$ cat config.mk
export PLATFORM = sky130hd
export DESIGN_NAME = wci_axi_slave
export DESIGN_NICKNAME = d
export VERILOG_FILES = /design/src/rtl/wci_axi_pkg.sv /design/src/rtl/wci_ctl_fsm.sv /design/src/rtl/wci_axi_slave.sv
export SDC_FILE = /design/constraint.sdc
export NUM_CORES = 1
export LEC_CHECK = 0
export ABC_AREA = 0
export BUFFER_PORTS_ARGS = -buffer_cell sky130_fd_sc_hd__buf_2
export CORE_MARGIN = 2
export CORE_UTILIZATION = 27
export CTS_BUF_LIST = sky130_fd_sc_hd__clkbuf_4
export DETAILED_ROUTE_END_ITERATION = 10
export GPL_ROUTABILITY_DRIVEN = 0
export PLACE_DENSITY = 0.56
export SYNTH_ARGS = -nofsm -noshare
export SYNTH_HDL_FRONTEND = slang
export SYNTH_SLANG_ARGS = --single-unit
$ cat constraint.sdc
create_clock -name CLK -period 5.2 [get_ports CLK]
set_clock_uncertainty 0.15 [all_clocks]
set_input_delay 0.26 -clock CLK [delete_from_list [all_inputs] [get_ports CLK]]
set_output_delay 0.26 -clock CLK [all_outputs]
set_load 0.01 [all_outputs]
$ cat src/rtl/wci_axi_pkg.sv
// ==========================================================================
// wci_axi_pkg : shared types and constants for the WCI AXI4-Lite slave
// Revision    : 1.0
// ==========================================================================
`default_nettype none

package wci_axi_pkg;

  typedef enum logic [2:0] {
    CTL_EXISTS      = 3'd0,
    CTL_INITIALIZED = 3'd1,
    CTL_OPERATING   = 3'd2,
    CTL_SUSPENDED   = 3'd3,
    CTL_UNUSABLE    = 3'd4
  } ctl_state_t;

  localparam logic [2:0] OP_INITIALIZE   = 3'd0;
  localparam logic [2:0] OP_START        = 3'd1;
  localparam logic [2:0] OP_STOP         = 3'd2;
  localparam logic [2:0] OP_RELEASE      = 3'd3;
  localparam logic [2:0] OP_TEST         = 3'd4;
  localparam logic [2:0] OP_BEFORE_QUERY = 3'd5;
  localparam logic [2:0] OP_AFTER_CONFIG = 3'd6;
  localparam logic [2:0] OP_STATUS       = 3'd7;

  localparam logic [1:0] RESP_OKAY   = 2'b00;
  localparam logic [1:0] RESP_SLVERR = 2'b10;

  localparam logic [31:0] RESULT_LEGAL   = 32'hC0DE_4201;
  localparam logic [31:0] RESULT_ILLEGAL = 32'hC0DE_4202;

endpackage

`default_nettype wire

$ cat src/rtl/wci_ctl_fsm.sv
// ==========================================================================
// wci_ctl_fsm : worker control-state machine driven by control-space reads
// Revision    : 1.0
// ==========================================================================
`default_nettype none

module wci_ctl_fsm
  import wci_axi_pkg::*;
(
  input  logic       clk,
  input  logic       rst_n,
  input  logic [2:0] op,
  input  logic       op_valid,
  output ctl_state_t ctl_state,
  output logic       legal
);

  ctl_state_t state_q, state_d;
  ctl_state_t target;

  always_comb begin
    legal   = 1'b0;
    target  = state_q;
    case (op)
      OP_INITIALIZE: begin
        legal  = (state_q == CTL_EXISTS);
        target = CTL_INITIALIZED;
      end
      OP_START: begin
        legal  = (state_q inside {CTL_INITIALIZED, CTL_SUSPENDED});
        target = CTL_OPERATING;
      end
      OP_STOP: begin
        legal  = (state_q == CTL_OPERATING);
        target = CTL_SUSPENDED;
      end
      OP_RELEASE: begin
        legal  = (state_q inside {CTL_INITIALIZED, CTL_OPERATING, CTL_SUSPENDED});
        target = CTL_UNUSABLE;
      end
      OP_TEST, OP_BEFORE_QUERY, OP_AFTER_CONFIG:
        legal = (state_q inside {CTL_INITIALIZED, CTL_OPERATING, CTL_SUSPENDED});
      OP_STATUS:
        legal = 1'b1;
    endcase
    state_d = (op_valid && legal) ? target : state_q;
  end

  always_ff @(posedge clk or negedge rst_n) begin
    if (!rst_n) state_q <= CTL_EXISTS;
    else        state_q <= state_d;
  end

  assign ctl_state = state_q;

endmodule

`default_nettype wire

$ cat src/rtl/wci_axi_slave.sv
// ==========================================================================
// wci_axi_slave : AXI4-Lite WCI target with config regs and control FSM.
// Optional: define WCI_SLV_ERR_EN to return SLVERR on illegal accesses.
// Revision      : 1.0
// ==========================================================================
`default_nettype none

module wci_axi_slave
  import wci_axi_pkg::*;
#(
  parameter int NREGS  = 16,
  parameter int ADDR_W = 32
) (
  input  logic                  CLK,
  input  logic                  RST_N,
  input  logic                  s_awvalid,
  output logic                  s_awready,
  input  logic [ADDR_W-1:0]     s_awaddr,
  input  logic [2:0]            s_awprot,
  input  logic                  s_wvalid,
  output logic                  s_wready,
  input  logic [31:0]           s_wdata,
  input  logic [3:0]            s_wstrb,
  output logic                  s_bvalid,
  input  logic                  s_bready,
  output logic [1:0]            s_bresp,
  input  logic                  s_arvalid,
  output logic                  s_arready,
  input  logic [ADDR_W-1:0]     s_araddr,
  input  logic [2:0]            s_arprot,
  output logic                  s_rvalid,
  input  logic                  s_rready,
  output logic [31:0]           s_rdata,
  output logic [1:0]            s_rresp,
  output logic [2:0]            ctl_state,
  output logic                  ctl_operating,
  output logic [32*NREGS-1:0]   cfg_regs
);

  localparam int IDX_W  = $clog2(NREGS);
  localparam int HI_LSB = 2 + IDX_W;
  localparam int MSB    = ADDR_W - 1;

  // Nonzero bits between the register index and the space-select bit.
  function automatic logic aliased(input logic [ADDR_W-1:0] a);
    logic [ADDR_W-1:0] m;
    m      = a;
    m[MSB] = 1'b0;
    return (m >> HI_LSB) != '0;
  endfunction

  logic                        rdy_en_q;
  logic                        aw_full_q, aw_full_d, w_full_q, w_full_d;
  logic [ADDR_W-1:0]           aw_addr_q, aw_addr_d;
  logic [31:0]                 w_data_q, w_data_d;
  logic [3:0]                  w_strb_q, w_strb_d;
  logic                        bvalid_q, bvalid_d;
  logic [1:0]                  bresp_q, bresp_d;
  logic [NREGS-1:0][31:0]      regs_q, regs_d;
  logic                        rvalid_q, rvalid_d;
  logic [31:0]                 rdata_q, rdata_d;
  logic [1:0]                  rresp_q, rresp_d;

  logic                        aw_hs, w_hs, wr_exec, wr_err, ar_hs, op_valid, op_legal;
  logic [ADDR_W-1:0]           wr_addr;
  logic [31:0]                 wr_data;
  logic [3:0]                  wr_strb;
  logic [IDX_W-1:0]            wr_idx;
  logic [1:0]                  wr_resp;
  ctl_state_t                  fsm_state;

  // Write path: AW and W may arrive in either order; the write fires as soon as both are present.
  always_comb begin
    s_awready = rdy_en_q && !aw_full_q && !bvalid_q;
    s_wready  = rdy_en_q && !w_full_q && !bvalid_q;
    aw_hs     = s_awvalid && s_awready;
    w_hs      = s_wvalid && s_wready;
    wr_addr   = aw_full_q ? aw_addr_q : s_awaddr;
    wr_data   = w_full_q ? w_data_q : s_wdata;
    wr_strb   = w_full_q ? w_strb_q : s_wstrb;
    wr_idx    = wr_addr[2 +: IDX_W];
    wr_exec   = (aw_full_q || aw_hs) && (w_full_q || w_hs);
`ifdef WCI_SLV_ERR_EN
    wr_err    = !wr_addr[MSB] || aliased(wr_addr);
    wr_resp   = wr_err ? RESP_SLVERR : RESP_OKAY;
`else
    wr_err    = !wr_addr[MSB];
    wr_resp   = RESP_OKAY;
`endif
    aw_full_d = (aw_full_q || aw_hs) && !wr_exec;
    w_full_d  = (w_full_q || w_hs) && !wr_exec;
    aw_addr_d = aw_hs ? s_awaddr : aw_addr_q;
    w_data_d  = w_hs ? s_wdata : w_data_q;
    w_strb_d  = w_hs ? s_wstrb : w_strb_q;
    bvalid_d  = wr_exec || (bvalid_q && !s_bready);
    bresp_d   = wr_exec ? wr_resp : bresp_q;
    regs_d    = regs_q;
    if (wr_exec && !wr_err) begin
      for (int b = 0; b < 4; b++) begin
        if (wr_strb[b]) regs_d[wr_idx][8*b +: 8] = wr_data[8*b +: 8];
      end
    end
  end

  assign s_arready = rdy_en_q && !rvalid_q;
  assign ar_hs     = s_arvalid && s_arready;
  assign op_valid  = ar_hs && !s_araddr[MSB];

  wci_ctl_fsm u_ctl_fsm (
    .clk       (CLK),
    .rst_n     (RST_N),
    .op        (s_araddr[4:2]),
    .op_valid  (op_valid),
    .ctl_state (fsm_state),
    .legal     (op_legal)
  );

  // Config reads sample regs_q, so a write firing in the same cycle is not yet visible.
  always_comb begin
    rvalid_d = rvalid_q && !s_rready;
    rdata_d  = rdata_q;
    rresp_d  = rresp_q;
    if (ar_hs) begin
      rvalid_d = 1'b1;
      rresp_d  = RESP_OKAY;
      if (s_araddr[MSB]) begin
        rdata_d = regs_q[s_araddr[2 +: IDX_W]];
`ifdef WCI_SLV_ERR_EN
        if (aliased(s_araddr)) rresp_d = RESP_SLVERR;
`endif
      end else begin
        if (s_araddr[4:2] == OP_STATUS) rdata_d = {29'b0, fsm_state};
        else                            rdata_d = op_legal ? RESULT_LEGAL : RESULT_ILLEGAL;
`ifdef WCI_SLV_ERR_EN
        if (!op_legal) rresp_d = RESP_SLVERR;
`endif
      end
    end
  end

  always_ff @(posedge CLK or negedge RST_N) begin
    if (!RST_N) begin
      rdy_en_q  <= 1'b0;
      aw_full_q <= 1'b0;
      w_full_q  <= 1'b0;
      aw_addr_q <= '0;
      w_data_q  <= '0;
      w_strb_q  <= '0;
      bvalid_q  <= 1'b0;
      bresp_q   <= RESP_OKAY;
      regs_q    <= '0;
      rvalid_q  <= 1'b0;
      rdata_q   <= '0;
      rresp_q   <= RESP_OKAY;
    end else begin
      rdy_en_q  <= 1'b1;
      aw_full_q <= aw_full_d;
      w_full_q  <= w_full_d;
      aw_addr_q <= aw_addr_d;
      w_data_q  <= w_data_d;
      w_strb_q  <= w_strb_d;
      bvalid_q  <= bvalid_d;
      bresp_q   <= bresp_d;
      regs_q    <= regs_d;
      rvalid_q  <= rvalid_d;
      rdata_q   <= rdata_d;
      rresp_q   <= rresp_d;
    end
  end

  assign s_bvalid      = bvalid_q;
  assign s_bresp       = bresp_q;
  assign s_rvalid      = rvalid_q;
  assign s_rdata       = rdata_q;
  assign s_rresp       = rresp_q;
  assign ctl_state     = fsm_state;
  assign ctl_operating = (fsm_state == CTL_OPERATING);
  assign cfg_regs      = regs_q;

  logic unused_ok;
  assign unused_ok = ^{s_awprot, s_arprot, s_awaddr, s_araddr, aw_addr_q};

endmodule

`default_nettype wire

==> impl_metrics.env, run 1 <==
export IMPL_status="finished, final reports clean"
export IMPL_ir_drop_mv=0.277
export IMPL_htreeDepth=4
export IMPL_final_layout_size_suffix_gt1_frac=0.617
export IMPL_p_leak_nw=18.2
export IMPL_cts_sinks=593
export IMPL_crit_buf_inv=1
export IMPL_ys_async_sr_fraction=1.00
export IMPL_grt_ovfl_total=0
export IMPL_cp_start_kind="register"
export IMPL_post_route_period_util=0.769
export IMPL_drv_slew=0
export IMPL_ys_flop_type="dfrtp_1"
export IMPL_path_cells="nand4bb_4, a22oi_2, buf_4, nand4_1, mux2_2"
export IMPL_tightest_slew_ns=1.12
export IMPL_dr_pass1_iters=5
export IMPL_syn_area_um2=27800
export IMPL_synth_edf_count=0
export IMPL_hold_class="in -> reg"
export IMPL_die_w_um=325
export IMPL_crit_arrival_ns=4.75
export IMPL_synth_most_common_cell="dfrtp_1"
export IMPL_grt_max_degree=149
export IMPL_power_density_nw_per_um2=474
export IMPL_synth_commonest_cells="593 x dfrtp_1, 575 x mux2_2, 103 x mux4_2"
export IMPL_cts_made_buffers=170
export IMPL_ys_types=66
export IMPL_tns_ns=0
export IMPL_vias=20500
export IMPL_grt_pass1_vias=22100
export IMPL_synth_top_area_cell="dfrtp_1"
export IMPL_postSynthCellCount=1808
export IMPL_ios=670
export IMPL_clk_pin_slew_ns=0.06
export IMPL_grt_pass1_wl_um=163000
export IMPL_worstSetupPathType="reg -> reg"
export IMPL_finalHoldViolCount=0
export IMPL_avgRoutedWirePerCell_um=27.5
export IMPL_fin_nets=2754
export IMPL_synthToLayoutAreaGrowth_pct=29.3
export IMPL_ys_seq_area_frac=0.533
export IMPL_cp_required_ns=5.95
export IMPL_initial_core_util=0.273
export IMPL_cpLargestDelayFamily="simple AND/OR/NAND/NOR gates"
export IMPL_wl_um=114000
export IMPL_synthTopCellsByArea="dfrtp_1 53%, mux2_2 23%, mux4_2 8.3%, nand3_4 1.9%, mux2_4 1.7%"
export IMPL_finish_utilization=0.353
export IMPL_ys_ff_latch=593
export IMPL_maxSlewHeadroom=0.250
export IMPL_rsz0062_at_grt="false"
export IMPL_antenna_found_initial=7
export IMPL_drc=0
export IMPL_drtIter0Drc=1143
export IMPL_fin_crit_ns=4.00
export IMPL_clk_path_buf_depth=3
export IMPL_setup_viol=0
export IMPL_cp_max_fo=25
export IMPL_grt_usage=0.214
export IMPL_synth_top_area_share=0.533
export IMPL_max_stage_delay_ns=1.12
export IMPL_num_rows=117
export IMPL_slowest_stage="a22oi_2"
export IMPL_ctsResizeCount=0
export IMPL_max_freq_mhz=250
export IMPL_avgSynthCellArea_um2=15.4
export IMPL_io_buffers=605
export IMPL_die_y_um=325
export IMPL_clock_latency_ns=1.06
export IMPL_endpoint_kind="register"
export IMPL_cts_tree="built"
export IMPL_dp_hpwl_um=79700
export IMPL_vias_per_cell=4.93
export IMPL_yosysWarnings=0
export IMPL_final_antenna_net_count=0
export IMPL_coreArea_um2=102000
export IMPL_cts_root_buffer="clkbuf_4"
export IMPL_dieArea_um2=106000
export IMPL_maxCapViolations=0
[final cells by class]
class                      count  area (µm²)
antenna                       11        27.5
clock buffer                 258        1940
clock inverter                43         259
fill                       10100       66100
inverter                       7        26.3
multi-input combinational   1087       12400
sequential                   593       14800
tap                         1368        1710
timing repair buffer         782        4800
[power breakdown]
group	internal (mW)	leakage, nW	total (mW)	switching (mW)
Clock	2.36	1.29	4.46	2.11
Combinational	2.59	8.97	5.72	3.12
Sequential	5.85	7.93	6.87	1.02
[per-layer routing]
| metal | vias up | wire length, µm | global-route usage |
|---|---|---|---|
| met4 | 0 | 3240 | 0.0737 |
| met1 | 10800 | 48000 | 0.267 |
| met5 | - | 0 | 0 |
| li1 | 8654 | - | - |
| met2 | 807 | 55300 | 0.350 |
| met3 | 193 | 7730 | 0.0650 |
[cell usage in the layout (no fill, tap or decap), drive strengths merged, types with 7 or more instances in the layout]
cell type | Yosys | layout
nand2 | 46 | 46
o22ai | 18 | 18
nand3 | 55 | 55
clkinv | 0 | 31
o21ai | 20 | 20
clkbuf | 58 | 260
mux2 | 619 | 619
o31ai | 19 | 19
nand4 | 12 | 12
dlygate4sd3 | 0 | 133
a21oi | 14 | 14
o21bai | 10 | 10
inv | 7 | 10
clkinvlp | 0 | 7
buf | 66 | 647
nor2b | 7 | 7
a221oi | 7 | 7
mux4 | 103 | 103
diode | 0 | 11
nor2 | 25 | 25
dfrtp | 593 | 593
mux2i | 46 | 46
[cell families after synthesis]
logic type | count (synthesis) | synth area share
buf+inv | 131 | 0.0242
other cells | 2 | 0.000270
compound gates | 130 | 0.0339
xor+xnor | 1 | 0.000315
simple gates | 183 | 0.0533
flops | 593 | 0.533
mux | 768 | 0.355
[registers in the layout, summed over array words and instances, names as in the netlist]
register,cells
cfg_regs,512
aw_addr_q,5
s_rvalid,1
w_full_q,1
rdy_en_q,1
w_data_q,32
aw_full_q,1
u_ctl_fsm.ctl_state,3
s_bvalid,1
w_strb_q,4
s_rdata,32
[timing repair]
action / 4_1_cts / 5_1_grt
hold endpoints to repair: 1185 / 0
setup buffers: 0 / 0
hold buffers: 134 / 0
[through the flow]
step	setup WS [ns]	total power, mW	area (µm²)	hold WS (ns)	instances
global route	0.980	18.0	36000	0.146	4146
floorplan	2.92	9.80	27800	-0.186	1811
global placement	1.12	12.3	32400	0.193	3703
CTS	1.03	17.3	35900	0.0905	4138
finish	1.20	17.1	36000	0.248	4149
detailed placement	1.07	12.5	32400	0.207	3703
[worst register-to-register path: stages, from the launching register on]
cell and delay [ns]:
dfrtp_1 0.59, nand4bb_4 0.63, a22oi_2 1.12, buf_4 0.29, nand4_1 0.57, mux2_2 0.53
[final timing paths]
path | startpoint | to | slack (ns) | cells after the start
min | s_araddr[4] | s_rdata[26] | 0.25 | 4
max in group asynchronous | RST_N | cfg_regs[454] | 3.63 | 4
min reg2reg | s_rdata[4] | s_rdata[4] | 0.33 | 2
min in group asynchronous | RST_N | cfg_regs[247] | 0.29 | 4
max | rdy_en_q | cfg_regs[3] | 1.20 | 5
max reg2reg | rdy_en_q | cfg_regs[3] | 1.20 | 5
Power figures use the tool's default switching activity.
==> run 2: changes to the inputs <==
--- a/config.mk
+++ b/config.mk
@@ -5,14 +5,14 @@
 export SDC_FILE = /design/constraint.sdc
 export NUM_CORES = 1
 export LEC_CHECK = 0
-export ABC_AREA = 0
+export ABC_AREA = 1
 export BUFFER_PORTS_ARGS = -buffer_cell sky130_fd_sc_hd__buf_2
 export CORE_MARGIN = 2
 export CORE_UTILIZATION = 27
 export CTS_BUF_LIST = sky130_fd_sc_hd__clkbuf_4
 export DETAILED_ROUTE_END_ITERATION = 10
 export GPL_ROUTABILITY_DRIVEN = 0
-export PLACE_DENSITY = 0.56
+export PLACE_DENSITY = 0.58
 export SYNTH_ARGS = -nofsm -noshare
 export SYNTH_HDL_FRONTEND = slang
 export SYNTH_SLANG_ARGS = --single-unit
==> constraint.sdc (replaced) <==
create_clock -name CLK -period 3.3 [get_ports CLK]
set_clock_uncertainty 0.15 [all_clocks]
set_input_delay 0.165 -clock CLK [delete_from_list [all_inputs] [get_ports CLK]]
set_output_delay 0.165 -clock CLK [all_outputs]
set_load 0.01 [all_outputs]
==> impl_metrics.env, run 2 <==
export IMPL_sw_frac_of_total=0.420
export IMPL_ys_async_sr_fraction=1.00
export IMPL_cp_max_fo=3
export IMPL_maxSlewHeadroom=0.397
export IMPL_wl_um=138000
export IMPL_io_buffers=605
export IMPL_die_w_um=324
export IMPL_crit_arrival_ns=3.93
export IMPL_cp_start_kind="register"
export IMPL_yosysWarnings=0
export IMPL_ir_drop_mv=0.446
export IMPL_dr_pass1_iters=6
export IMPL_final_antenna_net_count=0
export IMPL_cts_made_buffers=169
export IMPL_pwr_share_comb=0.354
export IMPL_fin_nets=4503
export IMPL_status="finished, final reports clean"
export IMPL_ys_flop_type="dfrtp_1"
export IMPL_power_total_mw=28.5
export IMPL_final_layout_size_suffix_gt1_frac=0.253
export IMPL_initial_core_util=0.273
export IMPL_grt_pass1_wl_um=198000
export IMPL_dp_hpwl_um=98800
export IMPL_coreArea_um2=102000
export IMPL_avgSynthCellArea_um2=7.87
export IMPL_cts_root_buffer="clkbuf_4"
export IMPL_vias=29400
export IMPL_ys_seq_area_frac=0.535
export IMPL_tns_ns=0
export IMPL_drc=0
export IMPL_p_leak_nw=19.8
export IMPL_power_density_nw_per_um2=773
export IMPL_grt_usage=0.256
export IMPL_final_common_cell="nand2_1"
export IMPL_grt_max_degree=102
export IMPL_num_rows=117
export IMPL_cts_sinks=593
export IMPL_setup_viol=0
export IMPL_layout_common_cells="1,154 x nand2_1, 603 x buf_2, 592 x dfrtp_1"
export IMPL_rsz0062_at_grt="false"
export IMPL_drtIter0Drc=3014
export IMPL_regToRegSetupSlack_ns=0.17
export IMPL_synth_most_common_cell="nand2_1"
export IMPL_clockPowerShare=0.250
export IMPL_ys_types=30
export IMPL_antenna_found_initial=15
export IMPL_rr_worst_depth=11
export IMPL_tightest_slew_ns=0.905
export IMPL_maxCapViolations=0
export IMPL_clk_pin_slew_ns=0.07
export IMPL_finish_utilization=0.362
export IMPL_cp_required_ns=4.10
export IMPL_ys_ff_latch=593
export IMPL_cts_tree="built"
export IMPL_dieArea_um2=105000
export IMPL_syn_area_um2=27700
export IMPL_synthTopCellsByArea="dfrtp_1 54%, nand2_1 16%, o21ai_0 10%, nand3_1 3.4%, inv_1 3.1%"
export IMPL_internal_power_mw=16.5
export IMPL_die_y_um=324
export IMPL_clk_path_buf_depth=3
export IMPL_drv_slew=0
export IMPL_min_path_cells=6
export IMPL_worstSetupPathType="reg -> reg"
export IMPL_postSynthCellCount=3523
export IMPL_htreeDepth=4
export IMPL_clock_latency_ns=1.09
export IMPL_fin_crit_ns=3.13
export IMPL_grt_ovfl_total=0
export IMPL_finalHoldViolCount=0
export IMPL_avgRoutedWirePerCell_um=23.5
export IMPL_synth_commonest_cells="1,169 x nand2_1, 593 x dfrtp_1, 562 x o21ai_0"
export IMPL_post_route_period_util=0.949
export IMPL_power_switching_mw=12.0
export IMPL_cts_setup_buffers=0
export IMPL_vias_per_cell=4.99
export IMPL_endpoint_kind="register"
export IMPL_synth_edf_count=0
export IMPL_synthToLayoutAreaGrowth_pct=33.0
export IMPL_max_freq_mhz=319
export IMPL_hold_class="in -> reg"
export IMPL_grt_pass1_vias=28300
export IMPL_synth_top_area_cell="dfrtp_1"
export IMPL_seqPwrFrac=0.396
export IMPL_largest_register_ffs=512
export IMPL_synth_top_area_share=0.535
export IMPL_ios=670
## run 2: changes by cell type after synthesis, moves of 46 or more
cell      delta
nand2_1   +1123
o21ai_1     +49
a21oi_1    +133
nor2_1     +156
a22oi_1     +74
o21ai_0    +543
mux2i_1     -46
inv_1      +220
mux2_2     -571
clkbuf_1   +107
mux4_2     -103
nand3_1    +182
## run 2: worst max-delay path, stage by stage (launching register included)
cell and delay (ns):
dfrtp_1 0.40, nand2_1 0.07, o21ai_0 0.12, nand2_1 0.09, nand3_1 0.06, dlygate4sd3_1 0.58
nand3_1 0.09, dlygate4sd3_1 0.57, nand3_1 0.10, dlygate4sd3_1 0.61, nand3_1 0.11, nand2_1 0.05
## run 2: metrics by stage
| step | setup WS [ns] | area [µm²] | std cells | hold slack, ns |
|---|---|---|---|---|
| after floorplan | 1.17 | 27700 | 3526 | -0.281 |
| after global placement | 0.152 | 33200 | 5441 | 0.101 |
| after detailed placement | 0.0424 | 33200 | 5441 | 0.0944 |
| after CTS | 0.250 | 36900 | 5883 | 0.00545 |
| after global routing | 0.0645 | 36900 | 5889 | 0.0633 |
| final | 0.169 | 36900 | 5890 | 0.147 |
## run 2: per-layer routing
metal / global-route usage / wire [µm] / part of all wire
met4: 0.106 / 5490 / 0.040
met2: 0.386 / 60600 / 0.44
met1: 0.344 / 58700 / 0.42
met5: 0 / 13 / 0.000094
met3: 0.0736 / 13600 / 0.098
## run 2: kinds of logic after synthesis
family,synth area share
compound gates,0.163
buf+inv,0.0672
flops,0.535
mux,0.00162
other cells,0.000271
simple gates,0.233
## run 2: power groups by stage
stage	clock [mW]	combinational [mW]	sequential, mW
3_5_place_dp	0	9.64	11.4
4_1_cts	7.26	10.1	11.3
3_3_place_gp	0	9.55	11.3
2_1_floorplan	0	3.68	11.7
6_report	7.12	10.1	11.3
5_1_grt	7.65	11.0	11.5
## run 2: layout make-up
class                      instances  area, µm²
clock buffer                     256       1920
antenna                            7       17.5
clock inverter                    40        234
timing repair buffer             935       6140
inverter                         232        873
tap                             1368       1710
fill                           10800      64900
sequential                       593      14800
multi-input combinational       2459      11100
## run 2: worst paths after layout
path,start,to
min in group asynchronous,RST_N,cfg_regs[287]
worst max register to register,cfg_regs[161],s_rdata[1]
worst min-delay path,s_araddr[31],s_rdata[30]
max in group asynchronous,RST_N,cfg_regs[82]
worst min register to register,s_rdata[0],s_rdata[0]
worst max-delay path,cfg_regs[161],s_rdata[1]
## run 2: repair_timing
action / CTS / global route
hold endpoints to repair: 1185 / 0
endpoints found under the setup margin: 1 / 0
gates resized for setup: 1 / 0
hold buffers: 146 / 0
==> run 3: changes to the inputs <==
--- a/config.mk
+++ b/config.mk
@@ -7,12 +7,14 @@
 export LEC_CHECK = 0
 export ABC_AREA = 1
 export BUFFER_PORTS_ARGS = -buffer_cell sky130_fd_sc_hd__buf_2
+export CELL_PAD_IN_SITES_DETAIL_PLACEMENT = 1
+export CELL_PAD_IN_SITES_GLOBAL_PLACEMENT = 2
 export CORE_MARGIN = 2
 export CORE_UTILIZATION = 27
 export CTS_BUF_LIST = sky130_fd_sc_hd__clkbuf_4
 export DETAILED_ROUTE_END_ITERATION = 10
 export GPL_ROUTABILITY_DRIVEN = 0
-export PLACE_DENSITY = 0.58
+export PLACE_DENSITY = 0.82
 export SYNTH_ARGS = -nofsm -noshare
 export SYNTH_HDL_FRONTEND = slang
 export SYNTH_SLANG_ARGS = --single-unit
==> constraint.sdc (replaced) <==
create_clock -name CLK -period 3.44 [get_ports CLK]
set_clock_uncertainty 0.15 [all_clocks]
set_input_delay 0.172 -clock CLK [delete_from_list [all_inputs] [get_ports CLK]]
set_output_delay 0.172 -clock CLK [all_outputs]
set_load 0.01 [all_outputs]
==> impl_metrics.env, run 3 (synthesized netlist as in run 2, its figures left out) <==
export IMPL_status="finished, final reports clean"
export IMPL_rsz0062_at_grt="false"
export IMPL_synthToLayoutAreaGrowth_pct=31.6
export IMPL_finalInstanceArea_um2=36500
export IMPL_avgRoutedWirePerCell_um=25.1
export IMPL_cp_start_kind="input port"
export IMPL_post_route_period_util=0.969
export IMPL_tns_ns=0
export IMPL_internal_power_mw=15.8
export IMPL_regToRegSetupSlack_ns=0.26
export IMPL_fin_crit_ns=3.33
export IMPL_dieArea_um2=105000
export IMPL_endpoint_kind="register"
export IMPL_grt_pass1_wl_um=212000
export IMPL_sw_frac_of_total=0.426
export IMPL_layout_common_cells="1,155 x nand2_1, 603 x buf_2, 592 x dfrtp_1"
export IMPL_n_fill_cell=12500
export IMPL_worstSetupPathType="in -> reg"
export IMPL_vias=29500
export IMPL_hold_class="in -> reg"
export IMPL_tightest_slew_ns=1.13
export IMPL_io_buffers=605
export IMPL_drc=0
export IMPL_clk_pin_slew_ns=0.06
export IMPL_wl_um=146000
export IMPL_cts_sinks=593
export IMPL_initial_core_util=0.273
export IMPL_stdcell_count=5826
export IMPL_power_switching_mw=11.7
export IMPL_p_leak_nw=19.5
export IMPL_num_rows=117
export IMPL_crit_arrival_ns=4.17
export IMPL_max_freq_mhz=300
export IMPL_cts_root_buffer="clkbuf_4"
export IMPL_dr_pass1_iters=5
export IMPL_grt_pass1_vias=30300
export IMPL_cts_tree="built"
export IMPL_antenna_found_initial=12
export IMPL_cts_setup_buffers=0
export IMPL_clockPowerShare=0.251
export IMPL_finalHoldViolCount=0
export IMPL_reg2reg_from="aw_full_q"
export IMPL_drtIter0Drc=2406
export IMPL_drv_slew=0
export IMPL_fin_nets=4462
export IMPL_cp_required_ns=4.28
export IMPL_final_antenna_net_count=0
export IMPL_clock_latency_ns=1.12
export IMPL_placed_cell_area_um2=33000
export IMPL_maxSlewHeadroom=0.246
export IMPL_cp_max_fo=5
export IMPL_htreeDepth=4
export IMPL_power_density_nw_per_um2=753
export IMPL_critPathLaunch="s_araddr[2]"
export IMPL_die_w_um=324
export IMPL_grt_max_degree=86
export IMPL_post_place_ws_ns=0.310
export IMPL_critPathCapture="u_ctl_fsm.ctl_state[1]"
export IMPL_ir_drop_mv=0.334
export IMPL_ios=670
export IMPL_coreArea_um2=102000
export IMPL_cts_made_buffers=176
export IMPL_vias_per_cell=5.06
export IMPL_final_layout_size_suffix_gt1_frac=0.247
export IMPL_maxCapViolations=0
export IMPL_grt_usage=0.272
export IMPL_postLayoutSetupSlackWorst_ns=0.106
export IMPL_seqPwrFrac=0.399
export IMPL_min_path_cells=7
export IMPL_pwr_share_comb=0.351
export IMPL_r2r_end="cfg_regs[128]"
export IMPL_setup_viol=0
export IMPL_power_total_mw=27.5
export IMPL_grt_ovfl_total=0
export IMPL_dp_hpwl_um=103000
export IMPL_largest_register_ffs=512
export IMPL_final_common_cell="nand2_1"
export IMPL_clk_path_buf_depth=3
export IMPL_die_y_um=324
export IMPL_dp_cells=5406
export IMPL_rr_worst_depth=9
run 3: cell types whose count changed in the layout (fill, tap and decap cells not counted), sizes merged:
cell	change
bufinv	+3
dlygate4sd3	-13
clkbuf	-15
clkinvlp	-1
inv	-1
buf	-35
clkinv	-2
run 3: stage by stage:
| stage | hold slack [ns] | utilization |
|---|---|---|
| 4_1_cts | 0.0435 | 0.358 |
| 2_1_floorplan | -0.274 | - |
| 3_3_place_gp | 0.0937 | 0.324 |
| 3_5_place_dp | 0.104 | 0.324 |
| 5_1_grt | 0.116 | 0.358 |
| 6_report | 0.178 | 0.359 |
run 3: area by class of cell:
type	instances	area, µm²	area share
sequential	593	14800	0.407
multi-input combinational	2459	11100	0.305
timing repair buffer	887	5770	0.158
clock buffer	241	1810	0.0496
tap	1368	1710	0.0469
inverter	232	873	0.0239
clock inverter	39	308	0.00844
antenna	7	17.5	0.000480
run 3: repair_timing:
item / in CTS / in global routing
resized for setup: 0 / 1
hold endpoints to repair: 1185 / 0
hold buffers: 134 / 0
endpoints found under the setup margin: 0 / 1
run 3: worst min path at each step:
stage                 from            end  slack (ns)
2_1_floorplan        RST_N   aw_addr_q[2]       -0.27
3_3_place_gp         RST_N  cfg_regs[467]        0.09
3_5_place_dp         RST_N  cfg_regs[467]        0.10
4_1_cts        s_araddr[4]    s_rdata[31]        0.04
5_1_grt              RST_N  cfg_regs[240]        0.12
6_report       s_araddr[4]    s_rdata[31]        0.18
run 3: metal layers:
metal / wire (µm) / track usage
met5: 53 / 0
met4: 4960 / 0.0988
met1: 62600 / 0.359
met3: 13000 / 0.0818
met2: 65500 / 0.420
run 3: critical path, cell delays in order:
cell and delay [ns]:
dlygate4sd3_1 0.54, buf_2 0.18, dlygate4sd3_1 0.63, inv_1 0.24
nand3_1 0.11, dlygate4sd3_1 0.57, nor2_1 0.09, nor2_1 0.04
nand3_1 0.14, dlygate4sd3_1 0.63, nand3_1 0.12, nand2_1 0.09
o21ai_0 0.07, dlygate4sd3_1 0.56
run 3: power by group through the flow:
stage,Clock (mW),Combinational (mW),Sequential [mW]
floorplan,0,3.53,11.2
global route,7.41,10.5,11.2
finish,6.88,9.63,11.0
global placement,0,9.11,11.0
detailed placement,0,9.31,11.0
CTS,7.05,9.63,10.9
